$ cat config.mk
export PLATFORM = sky130hd
export DESIGN_NAME = membrane_spike_encoder
export DESIGN_NICKNAME = d
export VERILOG_FILES = /design/src/rtl/membrane_spike_encoder_pkg.sv /design/src/rtl/spike_event_fifo.sv /design/src/rtl/membrane_spike_encoder.sv
export SDC_FILE = /design/constraint.sdc
export NUM_CORES = 1
export LEC_CHECK = 0
export BUFFER_PORTS_ARGS = -buffer_cell sky130_fd_sc_hd__buf_2
export CORE_MARGIN = 10
export CORE_UTILIZATION = 60
export CTS_CLUSTER_SIZE = 20
export DETAILED_ROUTE_END_ITERATION = 12
export GPL_TIMING_DRIVEN = 1
export MAX_ROUTING_LAYER = met4
export PLACE_DENSITY = 0.79
export SYNTH_ARGS = -nofsm -noshare
export SYNTH_HDL_FRONTEND = slang
export SYNTH_SLANG_ARGS = --single-unit
$ cat constraint.sdc
create_clock -name clock -period 4.2 [get_ports clock]
set_input_delay 0 -clock clock [delete_from_list [all_inputs] [get_ports clock]]
set_output_delay 0 -clock clock [all_outputs]
set_load 0.01 [all_outputs]
$ cat src/rtl/membrane_spike_encoder_pkg.sv
// Shared neuron package.
// Holds the signed Q8.8 millivolt voltage type, common voltage constants,
// the spike-detector FSM state encoding and the event packing helper used
// by the encoder and its event FIFO.
package membrane_spike_encoder_pkg;

  // Signed Q8.8 membrane potential in mV (8 integer bits, 8 fractional bits).
  typedef logic signed [15:0] volt_t;

  // -65 mV resting potential and the 0 mV reference.
  localparam volt_t V_REST = 16'shBF00;
  localparam volt_t V_ZERO = 16'sh0000;

  // Width of one queued event: {time[15:0], peak[15:0]}.
  localparam int EV_W = 32;

  typedef enum logic [1:0] {
    ST_ARMED   = 2'd0,
    ST_RISING  = 2'd1,
    ST_REFRACT = 2'd2
  } state_t;

  function automatic logic [EV_W-1:0] pack_event(input logic [15:0] t, input volt_t p);
    return {t, p};
  endfunction

endpackage

$ cat src/rtl/spike_event_fifo.sv
// Event FIFO for the spike encoder.
// Stores 32-bit events {time, peak}. A push that finds the FIFO full with no
// pop in the same cycle is dropped and sets a sticky overflow flag; a push
// and pop together while full both take effect.
// Ports:
//   clock, reset (async active-low)
//   push, din       : write request and event data
//   pop             : read request (ignored when empty)
//   clear_ovf       : synchronous clear of ovf (a coincident drop wins)
//   dout            : head event, forced to zero while empty
//   empty, count    : occupancy status, count in 0..DEPTH
//   ovf             : sticky drop flag
module spike_event_fifo #(
  parameter int DEPTH = 4
) (
  input  logic                     clock,
  input  logic                     reset,
  input  logic                     push,
  input  logic [31:0]              din,
  input  logic                     pop,
  input  logic                     clear_ovf,
  output logic [31:0]              dout,
  output logic                     empty,
  output logic [$clog2(DEPTH):0]   count,
  output logic                     ovf
);

  localparam int AW = $clog2(DEPTH);
  localparam int CW = AW + 1;

  logic [31:0]   mem [DEPTH];
  logic [AW-1:0] wr_ptr;
  logic [AW-1:0] rd_ptr;
  logic [CW-1:0] cnt;
  logic          full;
  logic          do_pop;
  logic          do_push;
  logic          drop;

  assign empty   = (cnt == '0);
  assign full    = (cnt == CW'(DEPTH));
  assign do_pop  = pop && !empty;
  // A full FIFO still accepts a push when the head leaves in the same cycle.
  assign do_push = push && (!full || do_pop);
  assign drop    = push && full && !do_pop;

  assign count = cnt;
  assign dout  = empty ? 32'd0 : mem[rd_ptr];

  always_ff @(posedge clock) begin
    if (do_push) begin
      mem[wr_ptr] <= din;
    end
  end

  always_ff @(posedge clock or negedge reset) begin
    if (!reset) begin
      wr_ptr <= '0;
      rd_ptr <= '0;
      cnt    <= '0;
      ovf    <= 1'b0;
    end else begin
      if (do_push) begin
        wr_ptr <= wr_ptr + 1'b1;
      end
      if (do_pop) begin
        rd_ptr <= rd_ptr + 1'b1;
      end
      if (do_push && !do_pop) begin
        cnt <= cnt + 1'b1;
      end else if (!do_push && do_pop) begin
        cnt <= cnt - 1'b1;
      end
      // Set has priority over clear so a drop is never lost.
      if (drop) begin
        ovf <= 1'b1;
      end else if (clear_ovf) begin
        ovf <= 1'b0;
      end
    end
  end

endmodule

$ cat src/rtl/membrane_spike_encoder.sv
// Membrane spike encoder.
// Watches a stream of signed Q8.8 membrane samples, detects threshold
// crossings, tracks the peak of each spike and queues {crossing time, peak}
// events in a small FIFO for a downstream consumer.
// Handshake: an event leaves the FIFO head on a cycle where ev_valid and
// ev_ready are both high; while ev_valid is high and ev_ready is low the
// head (ev_time, ev_peak) holds steady.
// Ports:
//   clock, reset (async active-low)
//   v_in, v_valid   : sample and its strobe; only strobed cycles advance
//                     the sample counter and the FSM
//   ev_ready        : consumer accepts the head event
//   clear_ovf       : synchronous clear of ovf
//   ev_valid        : FIFO non-empty
//   ev_time, ev_peak: head event fields (zero when empty)
//   spike           : one-cycle pulse in the cycle the event is pushed
//   ovf             : sticky, an event was dropped on a full FIFO
//   count           : FIFO occupancy
//   dbg_state       : current FSM state
module membrane_spike_encoder
  import membrane_spike_encoder_pkg::*;
#(
  parameter volt_t      THRESH  = 16'sh0000,
  parameter logic [15:0] HYST   = 16'h0A00,
  parameter logic [7:0] REFRACT = 8'd4,
  parameter int         DEPTH   = 4
) (
  input  logic                   clock,
  input  logic                   reset,
  input  logic [15:0]            v_in,
  input  logic                   v_valid,
  input  logic                   ev_ready,
  input  logic                   clear_ovf,
  output logic                   ev_valid,
  output logic [15:0]            ev_time,
  output logic [15:0]            ev_peak,
  output logic                   spike,
  output logic                   ovf,
  output logic [$clog2(DEPTH):0] count,
  output logic [1:0]             dbg_state
);

  // Re-arm level in 17 bits so a very negative THRESH cannot wrap positive.
  localparam logic signed [16:0] REARM =
    $signed({THRESH[15], THRESH}) - $signed({1'b0, HYST});

  state_t             state;
  logic [15:0]        ts;
  logic [15:0]        t0;
  volt_t              peak;
  logic [7:0]         rcnt;
  logic               emit_q;
  logic [31:0]        emit_data;
  volt_t              v_s;
  logic signed [16:0] v_ext;
  logic               fifo_empty;
  logic [31:0]        head;
  logic               pop;

  assign v_s   = $signed(v_in);
  assign v_ext = v_s;

  always_ff @(posedge clock or negedge reset) begin
    if (!reset) begin
      state     <= ST_ARMED;
      ts        <= 16'd0;
      t0        <= 16'd0;
      peak      <= V_ZERO;
      rcnt      <= 8'd0;
      emit_q    <= 1'b0;
      emit_data <= 32'd0;
    end else begin
      emit_q <= 1'b0;
      if (v_valid) begin
        ts <= ts + 16'd1;
        case (state)
          ST_ARMED: begin
            if (v_s >= THRESH) begin
              state <= ST_RISING;
              t0    <= ts;
              peak  <= v_s;
            end
          end
          ST_RISING: begin
            if (v_s > peak) begin
              peak <= v_s;
            end else if (v_s < peak) begin
              // The first falling sample closes the spike; it is pushed
              // and announced on the following cycle.
              emit_q    <= 1'b1;
              emit_data <= pack_event(t0, peak);
              state     <= ST_REFRACT;
              rcnt      <= REFRACT;
            end
          end
          ST_REFRACT: begin
            if (rcnt != 8'd0) begin
              rcnt <= rcnt - 8'd1;
            end else if (v_ext < REARM) begin
              state <= ST_ARMED;
            end
          end
          default: state <= ST_ARMED;
        endcase
      end
    end
  end

  assign spike     = emit_q;
  assign pop       = ev_valid && ev_ready;
  assign ev_valid  = !fifo_empty;
  assign ev_time   = head[31:16];
  assign ev_peak   = head[15:0];
  assign dbg_state = state;

  spike_event_fifo #(
    .DEPTH(DEPTH)
  ) u_fifo (
    .clock     (clock),
    .reset     (reset),
    .push      (emit_q),
    .din       (emit_data),
    .pop       (pop),
    .clear_ovf (clear_ovf),
    .dout      (head),
    .empty     (fifo_empty),
    .count     (count),
    .ovf       (ovf)
  );

endmodule
Yosys cells after proc, flatten, opt, wreduce, memory -nomap -nowiden --
Memory sizes are Yosys's and may differ from the RTL's. Cells that the tools add are included. Widths: inputs -> output; s select.
Operators by class: add/subtract/negate cells 6, $lt $le $gt $ge 4, equal/unequal tests 10, muxes and demuxes 24, bitwise operators 1, reductions and logical operators 24
Operators with widths (number):
- $mux 16 | 2
- $mux 32 | 1
- $pmux 16 s2 | 1
- $mux 8 | 3
- $add 16x1->16 const B | 1
- $ge 16x1->1 const B | 1
- $gt 16x16->1 | 1
- $lt 16x13->1 const B | 1
- $lt 16x16->1 | 1
- $pmux 8 s2 | 1
- $ne 2x2->1 const B | 7
- $mux 2 | 5
- $mux 1 | 8
- $reduce_and 4->1 | 2
- $reduce_bool 2->1 | 4
- $reduce_bool 8->1 | 1
- $sub 8x1->8 const B | 1
- $logic_and 1x1->1 | 7
- $mux 3 | 2
- $pmux 2 s3 | 1
- $reduce_and 6->1 | 1
- $reduce_and 5->1 | 1
- $add 2x1->2 const B | 2
- $logic_not 1->1 | 4
- other kinds (10) | 10
Storage, ports and cells: register bits after elaboration 99, RAM bits 128, bits of input ports 21, output and inout bits 40, word-level logic and storage cells 81, memories kept 1
Memories:
- u_fifo.mem | depth 4, bits a word 32, rd ports 1, clocked after memory_dff 0, write ports 1, RTL line spike_event_fifo.sv:31 | logic [31:0] mem [DEPTH];

Depth between registers and ports, before layout --
Gate-level depths: netlist of run 1.
depth after elaboration 10, depth in mapped cells 9

Cells and area by module --
Synthesis of run 1 repeated with hierarchy kept, for this count alone.
Unflattened totals: cell total of the unflattened synthesis 584, area, all modules 9593.0 um^2
By module, submodules not included:
- spike_event_fifo | times used 1, cells each 243, area an instance 5300.1 um^2
- membrane_spike_encoder | times used 1, cells each 341, area an instance 4292.9 um^2

Least setup slack after synthesis of run 1 --
No wires, ideal clock.
path kind flip-flop to flip-flop, start reg peak[7], end reg emit_data[0], library setup time 0.125 ns, arrival time 2.213 ns, setup slack 1.862 ns, cell stages (with the launch flop) 10, path buffers 1, period minus slack after synthesis 2.338 ns, cells stage by stage dfrtp_1 inv_1 ha_1 a21oi_1 o21ai_1 a2111oi_4 nand3_1 nand2_4 buf_8 mux2_4
On the way: word-level cells in the longest chain between the ends 3, elaborated cells between the ends (all ways) 4, those cells by class 2 x order compare; 1 x bitwise; 1 x reduce/logical
Ends and longest elaborated chain:
- start: declaration | RTL line membrane_spike_encoder.sv:50 | volt_t peak;
- start signal: assignment | RTL line membrane_spike_encoder.sv:81 | peak <= v_s;
- start signal: assignment | RTL line membrane_spike_encoder.sv:86 | peak <= v_s;
- $gt 16x16->1 | RTL line membrane_spike_encoder.sv:85 | if (v_s > peak) begin
- $not 1->1 (no source line)
- $reduce_and 4->1 (no source line) (*)
- end signal: assignment | RTL line membrane_spike_encoder.sv:91 | emit_data <= pack_event(t0, peak);
- end: declaration | RTL line membrane_spike_encoder.sv:53 | logic [31:0] emit_data;
Mark *: on every way between the ends. The rest lies on a longest branch, timed or not. A chain may end at the register's enable or synchronous reset.

Final worst setup path of run 1 --
start reg peak[15], end reg peak[14]
On the way: word-level cells in the longest chain between the ends 3
Ends and longest elaborated chain (RTL line):
- $gt 16x16->1 | membrane_spike_encoder.sv:85
- $ne 2x2->1 (no source line)
- $reduce_and 4->1 (no source line)
No other way between the ends.

==> flow_metrics.tcl, run 1 <==
set metrics [dict create \
    outcome "finished clean" \
    vias_per_cell 5.87 \
    tightest_slew_ns 1.10 \
    initial_core_util_pct 61.8 \
    fin_skew_ns 0.0105 \
    leakage_uw 0.00460 \
    synth_cell_types 53 \
    worstPathArrival_ns 3.35 \
    syn_nets 715 \
    syn2layout_area_growth_pct 13.8 \
    core_um2 16100 \
    h-tree-depth 1 \
    maxCapViolations 0 \
    drtIter0Drc 445 \
    max-clock-path-buffers 3 \
    ys_seq_area_share_pct 63.7 \
    place_hpwl_um 12000 \
    syn_inst 669 \
    die_width_um 149 \
    setup_viol 0 \
    finalNetCount 795 \
    totalWireLength_um 19700 \
    synth-edff-count 128 \
    die_area_um2 22100 \
    drive_gt1_share_pct 23.5 \
    drc 0 \
    rows 46 \
    first_global_vias 6075 \
    end_kind "flop" \
    grt_pass1_wl_um 32400 \
    die_y_um 149 \
    rsz0062_at_grt "false" \
    irDropWorstVdd_uv 381 \
    gp_congestion 0.869 \
    crit_type "reg2reg" \
    grt_max_degree 58 \
    num_vias 5760 \
    min_period_over_period_pct 70.2 \
    insertion_delay_ns 0.50 \
    p_per_area_nw_per_um2 658 \
    gr-total-overflow 0 \
    port_buffers 60 \
    path_clk_slew_ns 0.06 \
    antenna_found_initial 0 \
    syn_area_um2 9920 \
    synth-seq-cells 227 \
    grt_usage_pct 18.8 \
    drtPass1Iterations 7 \
    r2r_slack_ns 1.25 \
    fin_util_pct 70.3 \
    worstPathRequired_ns 4.60 \
    synthFlopType "edfxtp_1" \
    hold_path.class "in2async" \
    avgSynthCellArea_um2 14.8 \
    cts_tree "built" \
    layout_min_cycle_time_ns 2.95 \
    worstPathMaxFanout 31 \
    async_flop_share_pct 43.6 \
    cts.sinks 227 \
    fin_tns_setup_ns 0 \
    antenna_cells 0 \
    detail-route-antenna-nets 0 \
    clockRootBuffer "clkbuf_16" \
    hold_viol_final 0 \
    io_pins 61 \
    start_kind "flop" \
    slew_violations 0 \
    fmax_mhz 339 \
    cts_buffers 23 \
    ys_warn_count 0 \
    slew_headroom_pct 26.5 \
    routedWlPerCell_um 20.0 \
    cts_setup_buffers 0 \
]
## metal layers
layer  track usage (%)  vias up  routed length (µm)
li1                  -     2632                   -
met1              24.5     2931                8520
met2              30.2      169                9720
met3              3.19       28                1120
met4              4.86        0                 302
met5                 -        -                   0
## cell families after synthesis
group	count (synthesis)	share of synthesized area, %
XOR/XNOR	28	2.47
adder cells (fa/ha/maj)	25	3.23
AND/OR/NAND/NOR	194	9.93
AO/OA/AOI/OAI	69	5.39
buffers and inverters	59	2.84
flip-flops	227	63.7
multiplexers	67	12.4
## worst paths after layout
| check | startpoint | end | depth (start not counted) |
|---|---|---|---|
| max | peak[15]$_DFFE_PN0P_ | peak[14]$_DFFE_PN0P_ | 8 |
| min | reset | emit_data[10]$_DFFE_PN0P_ | 2 |
| max reg2reg | peak[15]$_DFFE_PN0P_ | peak[14]$_DFFE_PN0P_ | 8 |
| min reg2reg | t0[0]$_DFFE_PN0P_ | t0[0]$_DFFE_PN0P_ | 2 |
| max in group asynchronous | reset | ts[5]$_DFFE_PN0P_ | 3 |
| min in group clock | v_in[2] | peak[2]$_DFFE_PN0P_ | 4 |
## stage by stage
step	std cells	power, µW	setup WS (ns)	hold slack [ns]	cell area (µm²)
floorplan	669	4880	1.86	-0.296	9920
global placement	919	5430	1.38	0.103	10400
detailed placement	919	5580	1.26	0.118	10400
CTS	982	7500	1.25	0.124	11300
global route	982	7860	1.05	0.189	11300
finish	982	7430	1.25	0.107	11300
## critical path, cell delays in order, from the launching register on
cell	delay, ns
dfrtp_1	0.42
inv_1	0.07
ha_1	0.37
nand4_2	0.17
or4_1	0.57
nand3_1	0.13
a21o_1	0.75
a41oi_1	0.23
o211ai_1	0.14
## layout by cell type (no fill, tap or decap), types with 2 or more instances in the layout
| cell | instances |
|---|---|
| buf_4 | 10 |
| or4_1 | 2 |
| dfrtp_2 | 2 |
| nand2_1 | 77 |
| buf_2 | 59 |
| a22oi_1 | 14 |
| a21oi_1 | 6 |
| dlygate4sd3_1 | 21 |
| o21a_1 | 13 |
| nand2b_1 | 2 |
| nor3_1 | 2 |
| nand3_1 | 16 |
| a211oi_1 | 2 |
| mux4_2 | 32 |
| clkbuf_16 | 23 |
| o21ai_0 | 4 |
| nand4_1 | 20 |
| nor2_1 | 17 |
| or3_1 | 2 |
| and3_1 | 5 |
| xnor2_1 | 18 |
| o211ai_1 | 18 |
| nor4_1 | 2 |
| inv_1 | 24 |
| edfxtp_1 | 128 |
| clkbuf_1 | 5 |
| nor2b_1 | 3 |
| nor3_2 | 2 |
| ha_1 | 24 |
| xor2_1 | 10 |
| dfrtp_1 | 97 |
| clkbuf_8 | 4 |
| mux2_4 | 31 |
| a21o_1 | 2 |
| clkinv_2 | 3 |
| mux2_2 | 4 |
| clkinv_1 | 4 |
| and2_1 | 37 |
| inv_6 | 2 |
## flip-flops by register name, summed over array words and instances, names as in the netlist
register / cells
spike: 1
u_fifo.count: 3
u_fifo.rd_ptr: 2
t0: 16
emit_data: 32
peak: 16
u_fifo.ovf: 1
u_fifo.wr_ptr: 2
rcnt: 8
u_fifo.mem: 128
ts: 16
dbg_state: 2
## power by group
part	internal (µW)	total, µW	switching (µW)
logic	1130	2220	1090
registers	2840	3310	475
clock network	1080	1900	815
## cells in the mapped netlist, types with 3 or more instances
cell type  number  area, µm²
dfrtp_1        99       2480
o21ai_0         4       20.0
o211ai_1       18        135
mux2_2          4       45.0
nand4_1        20        125
edfxtp_1      128       3840
xor2_1         10       87.6
buf_4           3       22.5
nand3_1        16       80.1
nor3_1          3       15.0
xnor2_1        18        158
inv_1          24       90.1
nor2_1         17       63.8
ha_1           24        300
nor2b_1         3       18.8
and2_1         37        231
mux2_4         31        465
mux4_2         32        721
clkbuf_1       21       78.8
a22oi_1        14        105
nand2_1        77        289
a21oi_1         6       30.0
and3_1          5       31.3
buf_2           6       30.0
o21a_1         13       97.6
buf_8           3       45.0
## what timing repair did
item                                   4_1_cts  5_1_grt
endpoints found under the hold margin       82        0
gates resized for setup                      0        0
hold buffers                                21        0
## layout make-up
type	count	area (µm²)
fill	1003	4770
sequential	227	6320
timing repair buffer	90	581
multi-input combinational	383	3320
clock buffer	32	649
tap	216	270
inverter	24	90.1
clock inverter	10	55.1
Power figures use the tool's default switching activity.
==> run 2: changes to the inputs <==
Settings changed: ABC_AREA set to 1.
Clock period 4.2 ns to 2.8 ns, I/O delays scaled along.
==> run 2 against run 1 <==
  * Non-clock buffer count rose by 14
  * Sequential cell count did not move
  * Critical path depth down 2
  * Largest power group unchanged
  * Global-route usage increased by 0.57 points
  * Largest cell class unchanged
  * Highest routed layer unchanged
  * Routed wire length grew 3.0%
==> flow_metrics.tcl, run 2 <==
set metrics [dict create \
    antenna_found_initial 0 \
    postCtsHoldBufs 21 \
    r2r_slack_ns 0.55 \
    port_buffers 60 \
    num_vias 6670 \
    crit_slowest_cell "dfrtp_2" \
    async_flop_share_pct 43.6 \
    top_regs "u_fifo.mem x128, emit_data x32" \
    place_hpwl_um 12400 \
    cts_buffers 23 \
    core_um2 15800 \
    synth_common_cells "173 x nand2_1, 155 x nor2_1, 128 x edfxtp_1" \
    dp_cells 1179 \
    maxCapViolations 0 \
    avgSynthCellArea_um2 10.5 \
    final_cell_mix "173 x nand2_1, 151 x nor2_1, 128 x edfxtp_1" \
    io_pins 61 \
    h-tree-depth 1 \
    cp_slowest_stage_delay_ns 0.69 \
    slew_violations 0 \
    synth-edff-count 128 \
    drtIter0Drc 490 \
    cp_common_cell "nor2_1" \
    die_area_um2 21600 \
    cts.sinks 227 \
    leakage_uw 0.00487 \
    synth.most_common_cell "nand2_1" \
    finalNetCount 1055 \
    die_y_um 147 \
    tightest_slew_ns 0.692 \
    path_clk_slew_ns 0.06 \
    final_cells 1241 \
    hold_slack_ns 0.0898 \
    setup_viol 0 \
    grt_usage_pct 19.3 \
    outcome "finished clean" \
    cts_resized 0 \
    end_kind "primary output" \
    drive_gt1_share_pct 14.2 \
    worstPathArrival_ns 2.51 \
    syn_nets 963 \
    p_per_area_nw_per_um2 1040 \
    syn2layout_area_growth_pct 15.6 \
    synth_cell_types 35 \
    fmax_mhz 398 \
    synth_top_area_share_pct 39.8 \
    ys_warn_count 0 \
    insertion_delay_ns 0.50 \
    largest_reg_flops 128 \
    final_area_um2 11200 \
    crit_type "reg2out" \
    fin_tns_setup_ns 0 \
    synthFlopType "edfxtp_1" \
    rows 46 \
    netlist_top_cells_area "edfxtp_1 40%, dfrtp_1 26%, nand2_1 6.7%, nor2_1 6.0%, o21ai_0 4.2%" \
    hold_path.class "in2async" \
    worstPathRequired_ns 2.80 \
    cts_tree "built" \
    die_width_um 147 \
    first_global_vias 6659 \
    synth_area_leader_cell "edfxtp_1" \
    cts_setup_buffers 0 \
    hold_viol_final 0 \
    slew_headroom_pct 53.8 \
    clockRootBuffer "clkbuf_16" \
    syn_inst 917 \
    antenna_cells 0 \
    synth-seq-cells 227 \
    start_kind "flop" \
    totalWireLength_um 20200 \
    syn_area_um2 9660 \
    largest_register "u_fifo.mem" \
    final_common_cell "nand2_1" \
    vias_per_cell 5.37 \
    gr-total-overflow 0 \
    gp_congestion 0.855 \
    max-clock-path-buffers 3 \
    min_period_over_period_pct 89.7 \
    worstPathMaxFanout 41 \
    detail-route-antenna-nets 0 \
    grt_pass1_wl_um 33700 \
    initial_core_util_pct 61.0 \
    irDropWorstVdd_uv 606 \
    layout_min_cycle_time_ns 2.51 \
    rsz0062_at_grt "false" \
    grt_max_degree 54 \
    routedWlPerCell_um 16.3 \
    place_area_um2 10200 \
    fin_skew_ns 0.0106 \
    drc 0 \
    ys_seq_area_share_pct 65.4 \
    cp_cell_sequence "buf_4 -> nor2_1 -> nor2_1 -> o21ai_0 -> a21oi_1 -> buf_2" \
    drtPass1Iterations 6 \
]
run 2: changes by cell type after synthesis, sizes merged, moves of 32 or more:
cell   before  now
mux4       32    0
a21oi       6   41
mux2       35    1
nor2       17  157
o21ai       5  107
inv        24   74
nand2      78  178
and2       37    0
run 2: final timing paths:
path / startpoint / endpoint / depth (start not counted)
max in group asynchronous: reset / peak[7]$_DFFE_PN0P_ / 3
min in group clock: v_in[1] / peak[1]$_DFFE_PN0P_ / 4
worst min-delay path: reset / emit_data[30]$_DFFE_PN0P_ / 2
worst max-delay path: u_fifo.rd_ptr[0]$_DFFE_PN0N_ / ev_peak[12] / 6
worst min register to register: peak[9]$_DFFE_PN0P_ / peak[9]$_DFFE_PN0P_ / 2
worst max register to register: peak[11]$_DFFE_PN0P_ / emit_data[14]$_DFFE_PN0P_ / 14
run 2: cells by family (layout without fill, tap and decap cells):
family	Yosys count	in the layout	synth area share, %
flops	227	227	65.4
compound gates	152	152	7.99
simple gates	378	378	16.3
fa+ha+maj	25	25	3.32
buf+inv	111	219	4.81
xor+xnor	23	23	2.09
mux	1	1	0.117
run 2: stage by stage:
stage                     worst slack (ns)  power, µW  util [%]
after global routing                 0.108      12400      70.6
final                                0.288      11600      70.6
after global placement               0.654       8510      64.7
after floorplan                     0.0203       7340         -
after detailed placement             0.608       8650      64.7
after CTS                            0.328      11700      70.6
run 2: worst max-delay path, delay by kind of cell, from the launching register on:
family	cells	cell delay (ns)
DFF	1	0.69
buffers and inverters	2	0.69
AOI/OAI and AO/OA	2	0.43
and+or+nand+nor	2	0.20
run 2: power breakdown:
group / internal, µW / total [µW] / switching, µW
combinational: 1380 / 3790 / 2410
clock: 1720 / 2940 / 1220
sequential: 4290 / 4860 / 572
total: 7390 / 11600 / 4200
run 2: cell type report:
class / instances / area, µm²
multi-input combinational: 579 / 2890
clock inverter: 13 / 124
timing repair buffer: 104 / 686
clock buffer: 28 / 604
fill: 1064 / 4660
tap: 216 / 270
sequential: 227 / 6320
inverter: 74 / 280
run 2: metal layers:
layer | track usage, % | vias up | wire, µm
met4 | 6.64 | 0 | 467
met2 | 31.6 | 200 | 9880
met1 | 24.3 | 3201 | 8690
met5 | - | - | 0
li1 | - | 3230 | -
met3 | 2.92 | 39 | 1220
==> run 3: changes to the inputs <==
Settings changed: PLACE_DENSITY 0.79 to 0.81.
==> run 3 against run 2 <==
  * Via count grew 1.1%
  * Design area hardly changed
  * Clock power rose by 6%
  * Register-to-register slack got worse by 0.09 ns
  * Worst setup slack better by 0.13 ns
  * Combinational power up 1%
  * Routed wire length grew 3.7%
==> flow_metrics.tcl, run 3 (same netlist as run 2, synthesis figures left out) <==
set metrics [dict create \
    vias_per_cell 5.48 \
    switching_share_pct 36.3 \
    dp_cells 1169 \
    first_global_vias 6941 \
    place_hpwl_um 12500 \
    h-tree-depth 1 \
    fmax_mhz 421 \
    hold_path.class "in2async" \
    seqPwrFrac_pct 41.0 \
    core_um2 15800 \
    drtPass1Iterations 5 \
    grt_usage_pct 19.8 \
    rows 46 \
    setup_viol 0 \
    path_clk_slew_ns 0.06 \
    cts.sinks 227 \
    antenna_found_initial 0 \
    initial_core_util_pct 61.0 \
    p_int_uw 7520 \
    drive_gt1_share_pct 13.9 \
    hold_viol_final 0 \
    max-clock-path-buffers 3 \
    drtIter0Drc 578 \
    routedWlPerCell_um 17.0 \
    cts_buffers 23 \
    final_cells 1232 \
    port_buffers 60 \
    fin_tns_setup_ns 0 \
    fin_skew_ns 0.0227 \
    syn2layout_area_growth_pct 15.6 \
    die_width_um 147 \
    end_kind "primary output" \
    finalNetCount 1045 \
    rsz0062_at_grt "false" \
    top_regs "u_fifo.mem x128, emit_data x32" \
    largest_register "u_fifo.mem" \
    die_area_um2 21600 \
    drc 0 \
    worstPathArrival_ns 2.38 \
    maxCapViolations 0 \
    num_vias 6746 \
    r2r_cells 13 \
    detail-route-antenna-nets 0 \
    totalWireLength_um 21000 \
    layout_min_cycle_time_ns 2.38 \
    min_period_over_period_pct 84.9 \
    cts_setup_buffers 0 \
    clockRootBuffer "clkbuf_16" \
    slew_headroom_pct 33.5 \
    start_kind "flop" \
    startpoint "u_fifo.rd_ptr[1]$_DFFE_PN0N_" \
    final_common_cell "nand2_1" \
    gp_congestion 0.815 \
    irDropWorstVdd_uv 595 \
    power_uw 11800 \
    comb_power_share_pct 32.5 \
    clock_power_share_pct 26.5 \
    grt_pass1_wl_um 34300 \
    postCtsHoldBufs 21 \
    outcome "finished clean" \
    cts_resized 0 \
    worstPathRequired_ns 2.80 \
    gr-total-overflow 0 \
    r2r_slack_ns 0.46 \
    rr_endpoint "emit_data[19]$_DFFE_PN0P_" \
    die_y_um 147 \
    largest_reg_flops 128 \
    cts_tree "built" \
    tightest_slew_ns 0.996 \
    p_per_area_nw_per_um2 1060 \
    r2r_start "peak[5]$_DFFE_PN0P_" \
    insertion_delay_ns 0.51 \
    io_pins 61 \
    antenna_cells 0 \
    worstPathMaxFanout 25 \
    crit_type "reg2out" \
    slew_violations 0 \
    p_switching_uw 4280 \
    final_cell_mix "173 x nand2_1, 151 x nor2_1, 128 x edfxtp_1" \
    leakage_uw 0.00487 \
    grt_max_degree 67 \
]
-- run 3: critical path: stages, from the launching register on --
cell     delay, ns
dfrtp_1       0.38
inv_1         0.72
buf_4         0.32
nor2_1        0.07
o21ai_0       0.10
a21oi_1       0.11
buf_2         0.16
-- run 3: layout make-up --
type,instances,area [µm²]
Clock inverter,13,150
Timing Repair Buffer,94,636
Multi-Input combinational cell,579,2890
Sequential cell,227,6320
Fill cell,1072,4660
Tap cell,216,270
Inverter,74,280
Clock buffer,29,626
-- run 3: worst max path at each step --
stage / depth (start not counted) / endpoint
3_3_place_gp: 13 / peak[11]$_DFFE_PN0P_
6_report: 6 / ev_peak[11]
2_1_floorplan: 4 / u_fifo.mem[0][0]$_DFFE_PP_
3_5_place_dp: 11 / t0[8]$_DFFE_PN0P_
4_1_cts: 6 / ev_peak[11]
5_1_grt: 11 / t0[8]$_DFFE_PN0P_
-- run 3: power groups by stage --
stage | combinational [µW] | sequential [µW] | clock [µW]
floorplan | 2620 | 4720 | 0
CTS | 3860 | 4830 | 3160
global placement | 3630 | 4830 | 0
finish | 3840 | 4840 | 3130
detailed placement | 3770 | 4880 | 0
global route | 4380 | 4910 | 3290
-- run 3: per-stage QoR --
| step | hold WS (ns) | area [µm²] | utilization, % | setup WS (ns) |
|---|---|---|---|---|
| 6_report | 0.0844 | 11200 | 70.6 | 0.422 |
| 5_1_grt | 0.141 | 11200 | 70.6 | 0.182 |
| 4_1_cts | 0.0983 | 11200 | 70.6 | 0.434 |
| 3_5_place_dp | 0.0739 | 10200 | 64.3 | 0.553 |
| 3_3_place_gp | 0.0733 | 10200 | 64.3 | 0.598 |
| 2_1_floorplan | -0.296 | 9660 | - | 0.0203 |
-- run 3: layer usage --
metal  global-route usage, %  vias to the layer above  wire, µm
met4                    6.49                        0       507
li1                        -                     3202         -
met2                    32.9                      206     10400
met1                    24.3                     3285      8880
met3                    3.22                       53      1160
met5                       -                        -         0
